## config.mk

```make
export PLATFORM = sky130hd
export DESIGN_NAME = cpu_bus_arb_flat
export DESIGN_NICKNAME = d
export VERILOG_FILES = /design/src/rtl/cpu_bus_arb_if.sv /design/src/rtl/cpu_bus_arb.sv /design/src/flat_wrapper.sv
export SDC_FILE = /design/constraint.sdc
export NUM_CORES = 1
export LEC_CHECK = 0
export ABC_AREA = 1
export CELL_PAD_IN_SITES_DETAIL_PLACEMENT = 1
export CELL_PAD_IN_SITES_GLOBAL_PLACEMENT = 1
export CORE_ASPECT_RATIO = 0.7
export CORE_MARGIN = 2
export CORE_UTILIZATION = 23
export DETAILED_ROUTE_END_ITERATION = 10
export MAX_ROUTING_LAYER = met4
export PLACE_DENSITY = 0.76
export SLEW_MARGIN = 20
export SYNTH_ARGS = -nofsm -noshare
export SYNTH_HDL_FRONTEND = slang
export SYNTH_SLANG_ARGS = --single-unit
```

## constraint.sdc

```tcl
create_clock -name iclk -period 1.3 [get_ports iclk]
set_input_delay 0.195 -clock iclk [delete_from_list [all_inputs] [get_ports iclk]]
set_output_delay 0.195 -clock iclk [all_outputs]
set_load 0.05 [all_outputs]
```

## src/rtl/cpu_bus_arb_if.sv

```systemverilog
// Bundle of the two CPU master ports and the shared slave bus seen by cpu_bus_arb.
// The arbiter connects through the slave modport; the environment drives through master.
interface cpu_bus_arb_if #(
    parameter int ADDR_WIDTH = 32,
    parameter int DATA_WIDTH = 32
);
    logic [ADDR_WIDTH-1:0] im0_addr;
    logic [DATA_WIDTH-1:0] im0_data;
    logic                  im0_wr;
    logic                  im0_rd;
    logic                  om0_ack;
    logic [DATA_WIDTH-1:0] om0_rdata;

    logic [ADDR_WIDTH-1:0] im1_addr;
    logic [DATA_WIDTH-1:0] im1_data;
    logic                  im1_wr;
    logic                  im1_rd;
    logic                  om1_ack;
    logic [DATA_WIDTH-1:0] om1_rdata;

    logic [ADDR_WIDTH-1:0] oaddr;
    logic [DATA_WIDTH-1:0] odata;
    logic                  owr;
    logic                  ord;
    logic [DATA_WIDTH-1:0] idata;

    modport slave (
        input  im0_addr, im0_data, im0_wr, im0_rd,
        input  im1_addr, im1_data, im1_wr, im1_rd,
        input  idata,
        output om0_ack, om0_rdata, om1_ack, om1_rdata,
        output oaddr, odata, owr, ord
    );

    modport master (
        output im0_addr, im0_data, im0_wr, im0_rd,
        output im1_addr, im1_data, im1_wr, im1_rd,
        output idata,
        input  om0_ack, om0_rdata, om1_ack, om1_rdata,
        input  oaddr, odata, owr, ord
    );
endinterface

```

## src/rtl/cpu_bus_arb.sv

```systemverilog
// cpu_bus_arb: two-master / one-slave arbiter issuing fixed-length write or read strobes.
// Optional macro CPU_BUS_ARB_FIXED_PRIO_EN: master 0 always wins instead of round-robin.
module cpu_bus_arb #(
    parameter int ADDR_WIDTH = 32,
    parameter int DATA_WIDTH = 32,
    parameter int WR_WAIT    = 5,
    parameter int RD_WAIT    = 5
) (
    input  logic         iclk,
    input  logic         irst,
    cpu_bus_arb_if.slave bus
);

    typedef enum logic [1:0] {IDLE, XFER, DONE} state_e;

    localparam logic [7:0] WR_LAST = 8'(WR_WAIT - 1);
    localparam logic [7:0] RD_LAST = 8'(RD_WAIT - 1);

    state_e                state_q, state_d;
    logic [7:0]            cnt_q, cnt_d;
    logic                  win_q, win_d;
    logic                  dir_wr_q, dir_wr_d;
    logic [ADDR_WIDTH-1:0] oaddr_q, oaddr_d;
    logic [DATA_WIDTH-1:0] odata_q, odata_d;
    logic                  owr_q, owr_d;
    logic                  ord_q, ord_d;
    logic                  ack0_q, ack0_d;
    logic                  ack1_q, ack1_d;
    logic [DATA_WIDTH-1:0] rdata0_q, rdata0_d;
    logic [DATA_WIDTH-1:0] rdata1_q, rdata1_d;

    logic req0, req1, grant1, sel_wr, last_xfer;

    assign req0 = bus.im0_wr | bus.im0_rd;
    assign req1 = bus.im1_wr | bus.im1_rd;

`ifdef CPU_BUS_ARB_FIXED_PRIO_EN
    assign grant1 = req1 & ~req0;
`else
    // last_q high means master 1 was served last, so master 0 wins the next tie.
    logic last_q, last_d;
    assign grant1 = req1 & (~req0 | ~last_q);
`endif

    // Write takes precedence when a master raises both levels.
    assign sel_wr    = grant1 ? bus.im1_wr : bus.im0_wr;
    assign last_xfer = (cnt_q == (dir_wr_q ? WR_LAST : RD_LAST));

    always_comb begin
        state_d  = state_q;
        cnt_d    = cnt_q;
        win_d    = win_q;
        dir_wr_d = dir_wr_q;
        oaddr_d  = oaddr_q;
        odata_d  = odata_q;
        owr_d    = owr_q;
        ord_d    = ord_q;
        ack0_d   = 1'b0;
        ack1_d   = 1'b0;
        rdata0_d = rdata0_q;
        rdata1_d = rdata1_q;
`ifndef CPU_BUS_ARB_FIXED_PRIO_EN
        last_d   = last_q;
`endif
        case (state_q)
            IDLE: begin
                cnt_d = 8'd0;
                if (req0 | req1) begin
                    state_d  = XFER;
                    win_d    = grant1;
                    dir_wr_d = sel_wr;
                    oaddr_d  = grant1 ? bus.im1_addr : bus.im0_addr;
                    odata_d  = grant1 ? bus.im1_data : bus.im0_data;
                    owr_d    = sel_wr;
                    ord_d    = ~sel_wr;
`ifndef CPU_BUS_ARB_FIXED_PRIO_EN
                    last_d   = grant1;
`endif
                end
            end
            XFER: begin
                if (last_xfer) begin
                    state_d = DONE;
                    cnt_d   = 8'd0;
                    owr_d   = 1'b0;
                    ord_d   = 1'b0;
                    ack0_d  = ~win_q;
                    ack1_d  = win_q;
                    if (!dir_wr_q) begin
                        if (win_q) rdata1_d = bus.idata;
                        else       rdata0_d = bus.idata;
                    end
                end else begin
                    cnt_d = cnt_q + 8'd1;
                end
            end
            DONE: begin
                state_d = IDLE;
            end
            default: begin
                state_d = IDLE;
                owr_d   = 1'b0;
                ord_d   = 1'b0;
            end
        endcase
    end

    always_ff @(posedge iclk or negedge irst) begin
        if (!irst) begin
            state_q  <= IDLE;
            cnt_q    <= 8'd0;
            win_q    <= 1'b0;
            dir_wr_q <= 1'b0;
            oaddr_q  <= '0;
            odata_q  <= '0;
            owr_q    <= 1'b0;
            ord_q    <= 1'b0;
            ack0_q   <= 1'b0;
            ack1_q   <= 1'b0;
            rdata0_q <= '0;
            rdata1_q <= '0;
`ifndef CPU_BUS_ARB_FIXED_PRIO_EN
            last_q   <= 1'b1;
`endif
        end else begin
            state_q  <= state_d;
            cnt_q    <= cnt_d;
            win_q    <= win_d;
            dir_wr_q <= dir_wr_d;
            oaddr_q  <= oaddr_d;
            odata_q  <= odata_d;
            owr_q    <= owr_d;
            ord_q    <= ord_d;
            ack0_q   <= ack0_d;
            ack1_q   <= ack1_d;
            rdata0_q <= rdata0_d;
            rdata1_q <= rdata1_d;
`ifndef CPU_BUS_ARB_FIXED_PRIO_EN
            last_q   <= last_d;
`endif
        end
    end

    assign bus.oaddr     = oaddr_q;
    assign bus.odata     = odata_q;
    assign bus.owr       = owr_q;
    assign bus.ord       = ord_q;
    assign bus.om0_ack   = ack0_q;
    assign bus.om1_ack   = ack1_q;
    assign bus.om0_rdata = rdata0_q;
    assign bus.om1_rdata = rdata1_q;

endmodule

```

## src/flat_wrapper.sv

```systemverilog
// flat-port wrapper written by rule: the top's interface ports become plain ports
module cpu_bus_arb_flat 
#(
    parameter int ADDR_WIDTH = 32,
    parameter int DATA_WIDTH = 32,
    parameter int WR_WAIT    = 5,
    parameter int RD_WAIT    = 5
)
  (iclk, irst, bus_im0_addr, bus_im0_data, bus_im0_wr, bus_im0_rd, bus_im1_addr, bus_im1_data, bus_im1_wr, bus_im1_rd, bus_idata, bus_om0_ack, bus_om0_rdata, bus_om1_ack, bus_om1_rdata, bus_oaddr, bus_odata, bus_owr, bus_ord);
  cpu_bus_arb_if #(.ADDR_WIDTH(ADDR_WIDTH), .DATA_WIDTH(DATA_WIDTH)) bus_i ();
  input  logic iclk;
  input  logic irst;
  input wire logic [$bits(bus_i.im0_addr)-1:0] bus_im0_addr;
  input wire logic [$bits(bus_i.im0_data)-1:0] bus_im0_data;
  input wire logic [$bits(bus_i.im0_wr)-1:0] bus_im0_wr;
  input wire logic [$bits(bus_i.im0_rd)-1:0] bus_im0_rd;
  input wire logic [$bits(bus_i.im1_addr)-1:0] bus_im1_addr;
  input wire logic [$bits(bus_i.im1_data)-1:0] bus_im1_data;
  input wire logic [$bits(bus_i.im1_wr)-1:0] bus_im1_wr;
  input wire logic [$bits(bus_i.im1_rd)-1:0] bus_im1_rd;
  input wire logic [$bits(bus_i.idata)-1:0] bus_idata;
  output wire logic [$bits(bus_i.om0_ack)-1:0] bus_om0_ack;
  output wire logic [$bits(bus_i.om0_rdata)-1:0] bus_om0_rdata;
  output wire logic [$bits(bus_i.om1_ack)-1:0] bus_om1_ack;
  output wire logic [$bits(bus_i.om1_rdata)-1:0] bus_om1_rdata;
  output wire logic [$bits(bus_i.oaddr)-1:0] bus_oaddr;
  output wire logic [$bits(bus_i.odata)-1:0] bus_odata;
  output wire logic [$bits(bus_i.owr)-1:0] bus_owr;
  output wire logic [$bits(bus_i.ord)-1:0] bus_ord;
  assign bus_i.im0_addr = bus_im0_addr;
  assign bus_i.im0_data = bus_im0_data;
  assign bus_i.im0_wr = bus_im0_wr;
  assign bus_i.im0_rd = bus_im0_rd;
  assign bus_i.im1_addr = bus_im1_addr;
  assign bus_i.im1_data = bus_im1_data;
  assign bus_i.im1_wr = bus_im1_wr;
  assign bus_i.im1_rd = bus_im1_rd;
  assign bus_i.idata = bus_idata;
  assign bus_om0_ack = bus_i.om0_ack;
  assign bus_om0_rdata = bus_i.om0_rdata;
  assign bus_om1_ack = bus_i.om1_ack;
  assign bus_om1_rdata = bus_i.om1_rdata;
  assign bus_oaddr = bus_i.oaddr;
  assign bus_odata = bus_i.odata;
  assign bus_owr = bus_i.owr;
  assign bus_ord = bus_i.ord;
  cpu_bus_arb #(.ADDR_WIDTH(ADDR_WIDTH), .DATA_WIDTH(DATA_WIDTH), .WR_WAIT(WR_WAIT), .RD_WAIT(RD_WAIT)) u_core (.iclk(iclk), .irst(irst), .bus(bus_i));
endmodule
```

* Yosys cells after proc, flatten, opt, wreduce, memory -nomap -nowiden
Index checks and enable logic that the tools add are counted.
** Operators by class
- Bitwise logic cells :: 11
- Add/sub/neg operators :: 1
- Reductions and logical operators :: 7
- Equality and inequality tests :: 5
- Muxes and demuxes :: 17
** Operators by type and width (number)
- 32-bit 2-to-1 mux :: 2
- 8-bit case mux with 2 select lines :: 1
- 8-bit by 1-bit adder with 8-bit output, second input constant :: 1
- 8-bit by 3-bit equality test with 1-bit output, second input constant :: 1
- 1-bit 2-to-1 mux :: 8
- 8-bit 2-to-1 mux :: 1
- 4-bit AND reduction :: 2
- 1-bit inverter :: 6
- 1-bit case mux with 3 select lines :: 2
- 2-bit 2-to-1 mux :: 2
- 2-bit by 1-bit inequality test with 1-bit output, second input constant :: 2
- 1-bit OR :: 4
- 2-bit case mux with 2 select lines :: 1
- 2-bit AND reduction :: 2
- 3-bit AND reduction :: 1
- 2-bit by 1-bit equality test with 1-bit output, second input constant :: 1
- 2-bit equality test, second input constant :: 1
- 2-bit logical NOT :: 1
- 2-bit nonzero test :: 1
- 1-bit AND :: 1
** Word-level totals
- Logic and storage cells :: 54
- Register bits :: 145
- Bits of input ports :: 166

* Depth between registers and ports, before layout
- Depth after elaboration :: 8
- Gate-level depth with buffers :: 9

* Worst setup path after synthesis
Ideal clock, no wire load.
- Path type :: reg-to-reg
- Start :: register u_core.cnt_q[0]
- End :: register u_core.rdata0_q[0] (netlist: u_core.bus.om0_rdata[0])
- Clock period less this slack :: 1416 ps
- Arrival :: 1297 ps
- Buffers on the path :: 1
- Slack :: -116 ps
- Cell stages (with the launch flop) :: 9
- Required time :: 1181 ps
- Cell sequence :: dfrtp_1 > inv_1 > ha_1 > nand3_2 > nor2_2 > nand3_1 > buf_2 > nand2_1 > nand2_1
** Between the ends
- Longest elaborated chain between the ends :: 2
** Ends and longest elaborated chain
- start: declaration :: line cpu_bus_arb.sv:20 : logic [7:0] cnt_q, cnt_d;
- start signal: assignment :: line cpu_bus_arb.sv:127 : cnt_q <= cnt_d;
- 8-bit by 3-bit equality test with 1-bit output :: line cpu_bus_arb.sv:47 : assign last_xfer = (cnt_q == (dir_wr_q ? WR_LAST : RD_LAST));
- 4-bit AND reduction (no source line)
- end signal: assignment :: line cpu_bus_arb.sv:136 : rdata0_q <= rdata0_d;
- end: declaration :: line cpu_bus_arb.sv:29 : logic [DATA_WIDTH-1:0] rdata0_q, rdata0_d;
Every way passes these cells.
A chain may end at the register's enable or synchronous reset.

* Final worst setup path
- Start :: register u_core.cnt_q[1]
- End :: register u_core.rdata1_q[4] (netlist: u_core.bus.om1_rdata[4])
** Between the ends
- Longest elaborated chain between the ends :: 2
** Ends and longest elaborated chain
- 8-bit by 3-bit equality test with 1-bit output :: line cpu_bus_arb.sv:47
- 4-bit AND reduction (no source line)
- end signal: assignment :: line cpu_bus_arb.sv:137 : rdata1_q <= rdata1_d;
- end: declaration :: line cpu_bus_arb.sv:30 : logic [DATA_WIDTH-1:0] rdata1_q, rdata1_d;
Every way passes these cells.

==> flow_summary.ini <==
[sta]
report.final.slew_viol_count = 0
worstMarginPinSlew_ps = 278
rsz0062_at_grt = true
max_clock_freq_ghz = 0.667
relSlewSlack = 0.814
period_share = 1.15
hold_violations = 0
final-setup-viol-count = 139
skew_ps = 15.4
finalWorstSetupSlack_ps = -200
fin_crit_ps = 1500
hold_slack_ps = 190
tns_ps = -18290

[setup_path]
cp-end-kind = register
critical_path_peak_fanout = 8
critPathKind = register to register
worstPathArrival_ps = 1810
critPathRequiredTime_ps = 1610
startpoint_type = register

[drt]
vias_per_cell = 4.67
wl_um = 33800
wl_per_cell_um = 20.4
drc_errors = 0
first_iter_violations = 346
firstDrtPassIters = 4
postRouteAntennaNets = 0
vias = 7736

[global_routing]
antenna_found_initial = 0
grt_pass1_vias = 8408
grt_overflow = 0
globalRouteTotalUtil = 0.205
grt_max_degree = 49
grt_pass1_wl_um = 48200

[layout]
area_growth_pct = 109
final_util = 0.489
final_layout_size_suffix_gt1_frac = 0.364
layout_commonest_cell = nand2_1
n_antenna_cell = 0
final_nets = 1401
most-common-layout-cells = 256 x nand2_1, 162 x clkdlybuf4s50_1, 160 x buf_12
fillers = 3205
stdcell_count = 1658

[synth]
synth_top_area_frac = 0.513
synth_ff_type = dfrtp_1
yosysSeqAreaShare = 0.517
synthDistinctLibCells = 22
synth.avg_cell_area_um2 = 8.04
synthesis.area_um2 = 7020
syn-num-nets = 1042
yosysWarnings = 0
synth_area_leaders = dfrtp_1 51%, nand2_1 19%, nand3b_1 6.8%, nand4_1 5.8%, nand3_1 5.2%
synth_edf_count = 0
yosysTopAreaCell = dfrtp_1
syn_inst = 874
synth-seq-cells = 145
synth-async-reset-ratio = 1.00

[placed_design]
numPortBuffers = 297
place_congestion = 0.826
dp_cells = 1578
place_hpwl_um = 20400

[clock_network]
cts_tree = done
ctsLongestPathBuffers = 2
cts_root_buf = clkbuf_16
numCtsBuffers = 17
clock_sinks = 145
path_clk_slew_ps = 60
clkLatencyLatePin_ps = 430
htreeDepth = 4

[floorplan]
io_pins = 298
die_w_um = 213
dieHeight_um = 150
start_util = 0.234
rows = 53
fp.coreArea_um2 = 30000
dieArea_um2 = 32000

[pwr]
power.density_nw_per_um2 = 2880
leakagePower_nw = 7.00
vdd_ir_drop_max_v = 0.00113

[outcome]
status = finished, violations left
violations = setup timing

[run]
timing.max_cap.violations = 0

[worst_hold_path]
hp-class = input port to asynchronous set/reset pin
[through the flow]
stage / total power [mW] / cell area, µm² / setup slack, ps
floorplan: 19.7 / 7080 / -50.9
global placement: 32.6 / 12200 / -424
detailed placement: 33.1 / 12200 / -478
CTS: 40.4 / 13800 / -229
global route: 44.1 / 14700 / -262
finish: 42.3 / 14700 / -200
[synth_stat cells (3+ instances only)]
library cell	n
nand3b_1	64
dfrtp_1	144
clkbuf_1	18
inv_2	3
nor2_1	10
buf_6	6
buf_2	36
nor2_2	3
nand4_1	65
o21ai_0	8
inv_1	76
nand3_1	73
nand2_1	356
[per-layer routing]
layer,wire (µm),GRT usage,vias up
li1,-,-,3523
met1,14500,0.252,3945
met2,16700,0.335,224
met3,1820,0.0515,44
met4,699,0.0556,0
met5,0,-,-
[flip-flops by register name (all words and copies together), names as in the netlist]
signal                flops
u_core.bus.oaddr         32
u_core.bus.odata         32
u_core.bus.om0_ack        1
u_core.bus.om0_rdata     32
u_core.bus.om1_ack        1
u_core.bus.om1_rdata     32
u_core.bus.ord            1
u_core.bus.owr            1
u_core.cnt_q              8
u_core.dir_wr_q           1
u_core.last_q             1
u_core.state_q            2
u_core.win_q              1
[what timing repair did]
| action | in CTS | in global routing |
|---|---|---|
| hold endpoints to repair | 144 | 0 |
| hold buffers | 1 | 0 |
| gates cloned | 12 | 11 |
| setup endpoints to repair | 139 | 145 |
| setup buffers | 20 | 14 |
| gates resized for setup | 143 | 171 |
| pin swaps | 45 | 70 |
[cell type report]
type,count,area [µm²],share of cell area
Inverter,79,309,0.0210
Clock buffer,23,468,0.0319
Timing Repair Buffer,402,5850,0.399
Tap cell,412,515,0.0351
Multi-Input combinational cell,588,3800,0.259
Clock inverter,9,106,0.00724
Sequential cell,145,3630,0.247
[kinds of logic (layout without fill, tap and decap cells)]
logic type | after synthesis | in the layout | synth area share
simple gates | 572 | 572 | 0.378
compound gates | 11 | 11 | 0.00855
buf+inv | 141 | 513 | 0.0893
flops | 145 | 145 | 0.517
fa+ha+maj | 2 | 2 | 0.00356
xor+xnor | 3 | 3 | 0.00374
[critical path: stages, from the launching register on]
cell and delay [ps]:
dfrtp_1 390, inv_2 80, ha_4 140, nand3_4 70, nor2_4 140, buf_6 120, nand3_4 120, clkbuf_16 220
nand2_1 60, nand2_1 50
[worst paths after layout]
path	cells after the start	from	slack, ps	to
max	9	u_core.cnt_q[1]	-200	u_core.bus.om1_rdata[4]
min	2	irst	190	u_core.bus.om1_rdata[25]
max reg2reg	9	u_core.cnt_q[1]	-200	u_core.bus.om1_rdata[4]
min reg2reg	2	u_core.bus.om1_rdata[5]	530	u_core.bus.om1_rdata[5]
max in group asynchronous	3	irst	540	u_core.bus.odata[28]
min in group iclk	3	bus_idata[4]	370	u_core.bus.om0_rdata[4]
[where the power goes]
group | switching [mW] | internal (mW)
Sequential | 2.57 | 6.73
Clock | 2.02 | 2.93
Combinational | 15.2 | 12.8
Total | 19.8 | 22.5
Note: power is estimated with default switching activity, not from simulation.
